[config.mk]
export PLATFORM = sky130hd
export DESIGN_NAME = pri_reg_scheduler
export DESIGN_NICKNAME = d
export VERILOG_FILES = /design/src/rtl/pri_sched_pkg.sv /design/src/rtl/pri_pending_enc.sv /design/src/rtl/pri_reg_scheduler.sv
export SDC_FILE = /design/constraint.sdc
export NUM_CORES = 1
export LEC_CHECK = 0
export CORE_UTILIZATION = 45
export CTS_BUF_LIST = sky130_fd_sc_hd__clkbuf_16
export DETAILED_ROUTE_END_ITERATION = 8
export PLACE_DENSITY_LB_ADDON = 0.3
export SYNTH_ARGS = -nofsm -noshare
export SYNTH_HDL_FRONTEND = slang
export SYNTH_SLANG_ARGS = --single-unit
[constraint.sdc]
create_clock -name clk -period 3.4 [get_ports clk]
set_input_delay 0.68 -clock clk [delete_from_list [all_inputs] [get_ports clk]]
set_output_delay 0.68 -clock clk [all_outputs]
set_load 0.005 [all_outputs]
[src/rtl/pri_sched_pkg.sv]
// rtl/pri_sched_pkg.sv - shared types and constants for the priority register scheduler
package pri_sched_pkg;

  localparam int NUM_REGS = 16;
  localparam int IDX_W    = 4;

  localparam logic [1:0] PRI_DS_WRITE = 2'b10;

  typedef enum logic [1:0] {
    IDLE,
    ISSUE,
    GAP,
    DONE
  } state_t;

endpackage

[src/rtl/pri_pending_enc.sv]
// rtl/pri_pending_enc.sv - lowest-set-bit encoder selecting the next pending shadow entry
module pri_pending_enc
  import pri_sched_pkg::*;
(
  input  logic [NUM_REGS-1:0] bits,
  output logic [IDX_W-1:0]    idx,
  output logic                any
);

  // Scanning downward lets the lowest set bit overwrite any higher one.
  always_comb begin
    idx = '0;
    any = |bits;
    for (int i = NUM_REGS - 1; i >= 0; i--) begin
      if (bits[i]) idx = IDX_W'(i);
    end
  end

endmodule

[src/rtl/pri_reg_scheduler.sv]
// rtl/pri_reg_scheduler.sv - frame-synchronous shadow bank replaying dirty entries into the mixer
// Optional raster-split copy trigger when PRI_RASTER_SPLIT_EN is defined.
module pri_reg_scheduler
  import pri_sched_pkg::*;
#(
  parameter int WRITE_GAP = 1
) (
  input  logic             clk,
  input  logic             reset,
  input  logic             cpu_cs,
  input  logic [IDX_W-1:0] cpu_addr,
  input  logic [7:0]       cpu_din,
  input  logic             cpu_rw,
  input  logic [1:0]       cpu_ds_n,
  output logic [7:0]       cpu_dout,
  input  logic             vblank,
`ifdef PRI_RASTER_SPLIT_EN
  input  logic [8:0]       line,
  input  logic [8:0]       split_line,
  input  logic             split_en,
`endif
  input  logic             sync_all,
  output logic             pri_cs,
  output logic [IDX_W-1:0] pri_addr,
  output logic [7:0]       pri_din,
  output logic             pri_rw,
  output logic [1:0]       pri_ds_n,
  output logic             busy,
  output logic             copy_done
);

  localparam int GAP_W = (WRITE_GAP > 1) ? $clog2(WRITE_GAP) : 1;
  localparam logic [GAP_W-1:0] GAP_LAST = (WRITE_GAP > 1) ? GAP_W'(WRITE_GAP - 1) : '0;

  state_t              state, state_next;
  logic [NUM_REGS-1:0] dirty, dirty_next;
  logic [NUM_REGS-1:0] pending, pending_next;
  logic                retrig, retrig_next;
  logic                busy_next;
  logic [GAP_W-1:0]    gap_cnt;
  logic                vblank_q;
  logic                trigger;
  logic                load;
  logic                issue;
  logic                cpu_we;
  logic [IDX_W-1:0]    idx;
  logic                any;
  logic [7:0]          shadow [NUM_REGS];
  logic                unused_ds_hi;

  assign unused_ds_hi = cpu_ds_n[1];
  assign cpu_we       = cpu_cs && !cpu_rw && !cpu_ds_n[0];

`ifdef PRI_RASTER_SPLIT_EN
  logic split_hit, split_hit_q;
  assign split_hit = split_en && (line == split_line);
  assign trigger   = (vblank && !vblank_q) || (split_hit && !split_hit_q);
`else
  assign trigger   = vblank && !vblank_q;
`endif

  pri_pending_enc u_enc (
    .bits (pending),
    .idx  (idx),
    .any  (any)
  );

  always_comb begin
    state_next   = state;
    dirty_next   = dirty;
    pending_next = pending;
    retrig_next  = retrig;
    busy_next    = busy;
    load         = 1'b0;
    issue        = 1'b0;

    case (state)
      IDLE: begin
        if (trigger && dirty != '0) begin
          load       = 1'b1;
          state_next = ISSUE;
        end
      end
      ISSUE: begin
        issue              = any;
        pending_next[idx]  = 1'b0;
        if (pending_next == '0)  state_next = DONE;
        else if (WRITE_GAP > 0)  state_next = GAP;
      end
      GAP: begin
        if (gap_cnt == GAP_LAST) state_next = ISSUE;
      end
      DONE: begin
        busy_next   = 1'b0;
        retrig_next = 1'b0;
        // A trigger landing in DONE itself is folded in rather than lost.
        if ((retrig || trigger) && dirty != '0) begin
          load       = 1'b1;
          state_next = ISSUE;
        end else begin
          state_next = IDLE;
        end
      end
      default: state_next = IDLE;
    endcase

    if (trigger && (state == ISSUE || state == GAP)) retrig_next = 1'b1;

    if (load) begin
      pending_next = dirty;
      dirty_next   = '0;
      busy_next    = 1'b1;
    end

    if (cpu_we)   dirty_next[cpu_addr] = 1'b1;
    if (sync_all) dirty_next = '1;
  end

  always_ff @(posedge clk) begin
    if (reset) begin
      state    <= IDLE;
      dirty    <= '0;
      pending  <= '0;
      retrig   <= 1'b0;
      busy     <= 1'b0;
      gap_cnt  <= '0;
      vblank_q <= 1'b0;
    end else begin
      state    <= state_next;
      dirty    <= dirty_next;
      pending  <= pending_next;
      retrig   <= retrig_next;
      busy     <= busy_next;
      gap_cnt  <= (state == GAP) ? gap_cnt + GAP_W'(1) : '0;
      vblank_q <= vblank;
    end
  end

`ifdef PRI_RASTER_SPLIT_EN
  always_ff @(posedge clk) begin
    if (reset) split_hit_q <= 1'b0;
    else       split_hit_q <= split_hit;
  end
`endif

  // Mixer port is fully registered; shadow is read before a same-cycle CPU write lands.
  always_ff @(posedge clk) begin
    if (reset) begin
      for (int i = 0; i < NUM_REGS; i++) shadow[i] <= '0;
      cpu_dout  <= '0;
      pri_cs    <= 1'b0;
      pri_addr  <= '0;
      pri_din   <= '0;
      pri_rw    <= 1'b1;
      pri_ds_n  <= 2'b11;
      copy_done <= 1'b0;
    end else begin
      if (cpu_we)           shadow[cpu_addr] <= cpu_din;
      if (cpu_cs && cpu_rw) cpu_dout <= shadow[cpu_addr];
      pri_cs   <= issue;
      pri_rw   <= !issue;
      pri_ds_n <= issue ? PRI_DS_WRITE : 2'b11;
      if (issue) begin
        pri_addr <= idx;
        pri_din  <= shadow[idx];
      end
      copy_done <= (state == DONE);
    end
  end

endmodule

==> out/qor.yml <==
run_status:
  status: "finished, final reports clean"
power_and_ir_drop:
  intPower_w: 0.00471
  power_frac_comb_pct: 35.0
  max-vdd-ir-drop_mv: 0.305
  p_leak_nw: 3.95
  p_per_area_nw_per_um2: 662
  seqPwrFrac_pct: 38.2
  p_sw_w: 0.00276
  clkPwrFrac_pct: 26.8
  swShare_pct: 37.0
grt:
  grt_max_degree: 48
  antenna_found_initial: 3
  grt_usage_pct: 26.2
  overflow: 0
  grt_pass1_wl_um: 42500
  grt_pass1_vias: 7173
worst_hold_path:
  hold_path_class: "flop to flop"
timing:
  fin_crit_ns: 3.02
  fmax_ghz: 0.331
  hold_viol_final: 0
  max-slew-margin-rel_pct: 42.5
  grt_setup_unrepaired: "false"
  totalNegativeSetupSlack_ns: 0
  tightest_slew_ns: 0.856
  slew_viol_final: 0
  period_share_pct: 88.8
  fin_worst_skew_ns: 0.0168
  report.final.setup_viol: 0
detailed_routing:
  ant_nets: 0
  vias_per_cell: 6.23
  wire_per_inst_um: 23.5
  drt_iter0_drc: 915
  first_pass_iters: 5
  num_vias: 7494
  finalWirelength_um: 28300
  drc: 0
synth:
  yosys.area.top_type: "edfxtp_1"
  synthTopCellsByArea: "edfxtp_1 39%, dfxtp_1 12%, mux4_2 9.2%, and2_1 8.3%, nand2_1 2.8%"
  ys_ff_latch: 189
  seq_area_frac_synth_pct: 51.6
  ys_warn_count: 0
  synth_edf_count: 128
  synth_flop_cell: "edfxtp_1"
  synthArstFlopShare_pct: 0
  syn_area_um2: 9810
  netlist_instances: 862
  yosysUniqueCellTypes: 72
  synth_nets: 886
  syn_area_per_cell_um2: 11.4
  synth_top_area_share_pct: 39.2
floorplan:
  fp.dieW_um: 150
  fp.coreArea_um2: 21200
  io_pins: 46
  die-area_um2: 22400
  die_h_um: 150
  fp-row-count: 53
  initial_core_util_pct: 46.2
cts:
  htreeDepth: 4
  numCtsBuffers: 17
  cts_tree: "yes"
  cts.sinks: 189
  postCtsResizedCells: 0
  clock-root-buffer: "clkbuf_16"
  cts_setup_buffers: 0
  clk_latency_ns: 0.46
  clkTransAtPathRegs_ns: 0.07
  clockBufferDepth: 2
  postCtsHoldBufs: 0
layout:
  layout.nets: 937
  area_growth_pct: 15.1
  n_fill_cell: 1835
  layout-drive-gt1-share_pct: 16.0
  register_area_um2: 5060
  multi_input_area_um2: 4430
  final_util_pct: 53.2
worst_setup_path:
  max_stage_delay_ns: 0.47
  critPathBufInv: 0
  crit_family: "compound AO/OA/AOI/OAI gates"
  worstSetupPathType: "flop to flop"
  worstPathMaxFanout: 8
  setup.worst_path.start_class: "flop"
  path_cells: "nand2b_1 -> a221oi_2 -> o211ai_2 -> a21oi_2 -> mux2_2 -> a222oi_1 -> a2bb2oi_1 -> o211ai_1"
  arrival_ns: 3.33
  crit_path_end_kind: "flop"
  cp_slowest_cell: "a21oi_2"
  worstPathRequired_ns: 3.71
placement:
  port_buffers: 43
  dp_hpwl_um: 20000
  gp_congestion: 0.881
flow_run:
  cap_violations: 0
cells in the final DEF, fill, tap and decap left out, types with 4 or more instances in the layout:
| cell | n |
|---|---|
| nor2_1 | 61 |
| o22ai_1 | 4 |
| nor2b_1 | 8 |
| o21ai_0 | 13 |
| clkbuf_16 | 17 |
| nor4_1 | 6 |
| nand2b_1 | 16 |
| buf_4 | 47 |
| a222oi_1 | 6 |
| a22o_1 | 13 |
| nand2_1 | 74 |
| ha_1 | 4 |
| mux2i_1 | 4 |
| a21o_1 | 10 |
| and2_1 | 130 |
| clkinv_8 | 5 |
| edfxtp_1 | 128 |
| a211oi_1 | 4 |
| mux2_2 | 5 |
| a21oi_1 | 52 |
| a32oi_1 | 10 |
| dfxtp_1 | 61 |
| o211ai_1 | 13 |
| nor3_1 | 8 |
| inv_8 | 4 |
| mux4_2 | 40 |
| o2111ai_1 | 4 |
| a221oi_1 | 16 |
| o2bb2ai_1 | 4 |
| clkdlybuf4s50_1 | 40 |
| o31ai_1 | 10 |
| inv_1 | 11 |
| a22oi_1 | 16 |
| nand3_1 | 14 |
power by group through the flow:
stage	Clock (W)	Sequential (W)	Combinational, W
2_1_floorplan	0	0.00284	0.00163
6_report	0.00200	0.00285	0.00262
3_5_place_dp	0	0.00290	0.00256
3_3_place_gp	0	0.00290	0.00254
5_1_grt	0.00211	0.00288	0.00278
4_1_cts	0.00201	0.00285	0.00257
registers in the layout, indices dropped and copies added, names as in the netlist:
signal / flops
shadow: 128
vblank_q: 1
pri_cs: 1
pending: 16
dirty: 16
pri_din: 8
retrig: 1
state: 2
busy: 1
gap_cnt: 1
cpu_dout: 8
pri_rw: 1
copy_done: 1
pri_addr: 4
through the flow:
step | setup slack (ns) | cells | hold WS [ns] | area [um2] | power, W
final | 0.381 | 1202 | 0.424 | 11300 | 0.00747
after global routing | 0.326 | 1201 | 0.437 | 11300 | 0.00776
after CTS | 0.458 | 1201 | 0.429 | 11300 | 0.00743
after detailed placement | 0.482 | 1169 | 0.413 | 10700 | 0.00545
after global placement | 0.449 | 1169 | 0.408 | 10700 | 0.00544
after floorplan | 0.907 | 862 | 0.399 | 9810 | 0.00446
layout make-up:
class / instances / share of cell area (%)
Inverter: 12 / 0.399
Multi-Input combinational cell: 601 / 39.2
Tap cell: 275 / 3.05
Clock buffer: 17 / 3.77
Antenna cell: 1 / 0.0222
Sequential cell: 189 / 44.8
Clock inverter: 15 / 1.54
Timing Repair Buffer: 92 / 7.16
worst paths after layout:
path,startpoint,end,slack (ns),cells past startpoint
worst min register to register,gap_cnt,gap_cnt,0.42,1
worst max register to register,pending[15],pri_din[3],0.38,8
worst max-delay path,pending[15],pri_din[3],0.38,8
worst min-delay path,gap_cnt,gap_cnt,0.42,1
logic make-up after synthesis:
| group | count (synthesis) | share of synthesized area, % |
|---|---|---|
| simple gates | 339 | 18.6 |
| other cells | 1 | 0.0382 |
| flops | 189 | 51.6 |
| mux | 50 | 10.3 |
| compound gates | 207 | 15.6 |
| fa+ha+maj | 4 | 0.510 |
| buf+inv | 72 | 3.29 |
metal layers:
metal / wire [um] / GRT usage [%] / part of all wire, %
met1: 11800 / 35.0 / 42
met2: 13300 / 41.0 / 47
met3: 2390 / 5.95 / 8.4
met4: 828 / 10.8 / 2.9
met5: 0 / 0 / 0
synthesized netlist by cell type (all sizes together) (2+ instances only):
library cell and count:
a2111oi 3, inv 12, dfxtp 61, a21o 10, nand3b 3, nor2b 8, a32oi 10, o211ai 15
o22ai 4, or3 2, a2111o 2, o2111ai 4, a22o 13, o31a 3, a211oi 4, o311ai 3
nor2 62, nor4 8, a22oi 16, mux2 6, nand2 75, mux4 40, a32o 2, a221oi 18
a2bb2oi 2, mux2i 4, clkbuf 39, and2 130, a21oi 53, nand2b 16, nor3b 3, nand3 14
a31oi 2, or2 2, buf 21, o21ai 16, a222oi 6, nand4 2, nor3 10, o31ai 10
ha 4, edfxtp 128, o2bb2ai 4
Power figures use the tool's default switching activity.
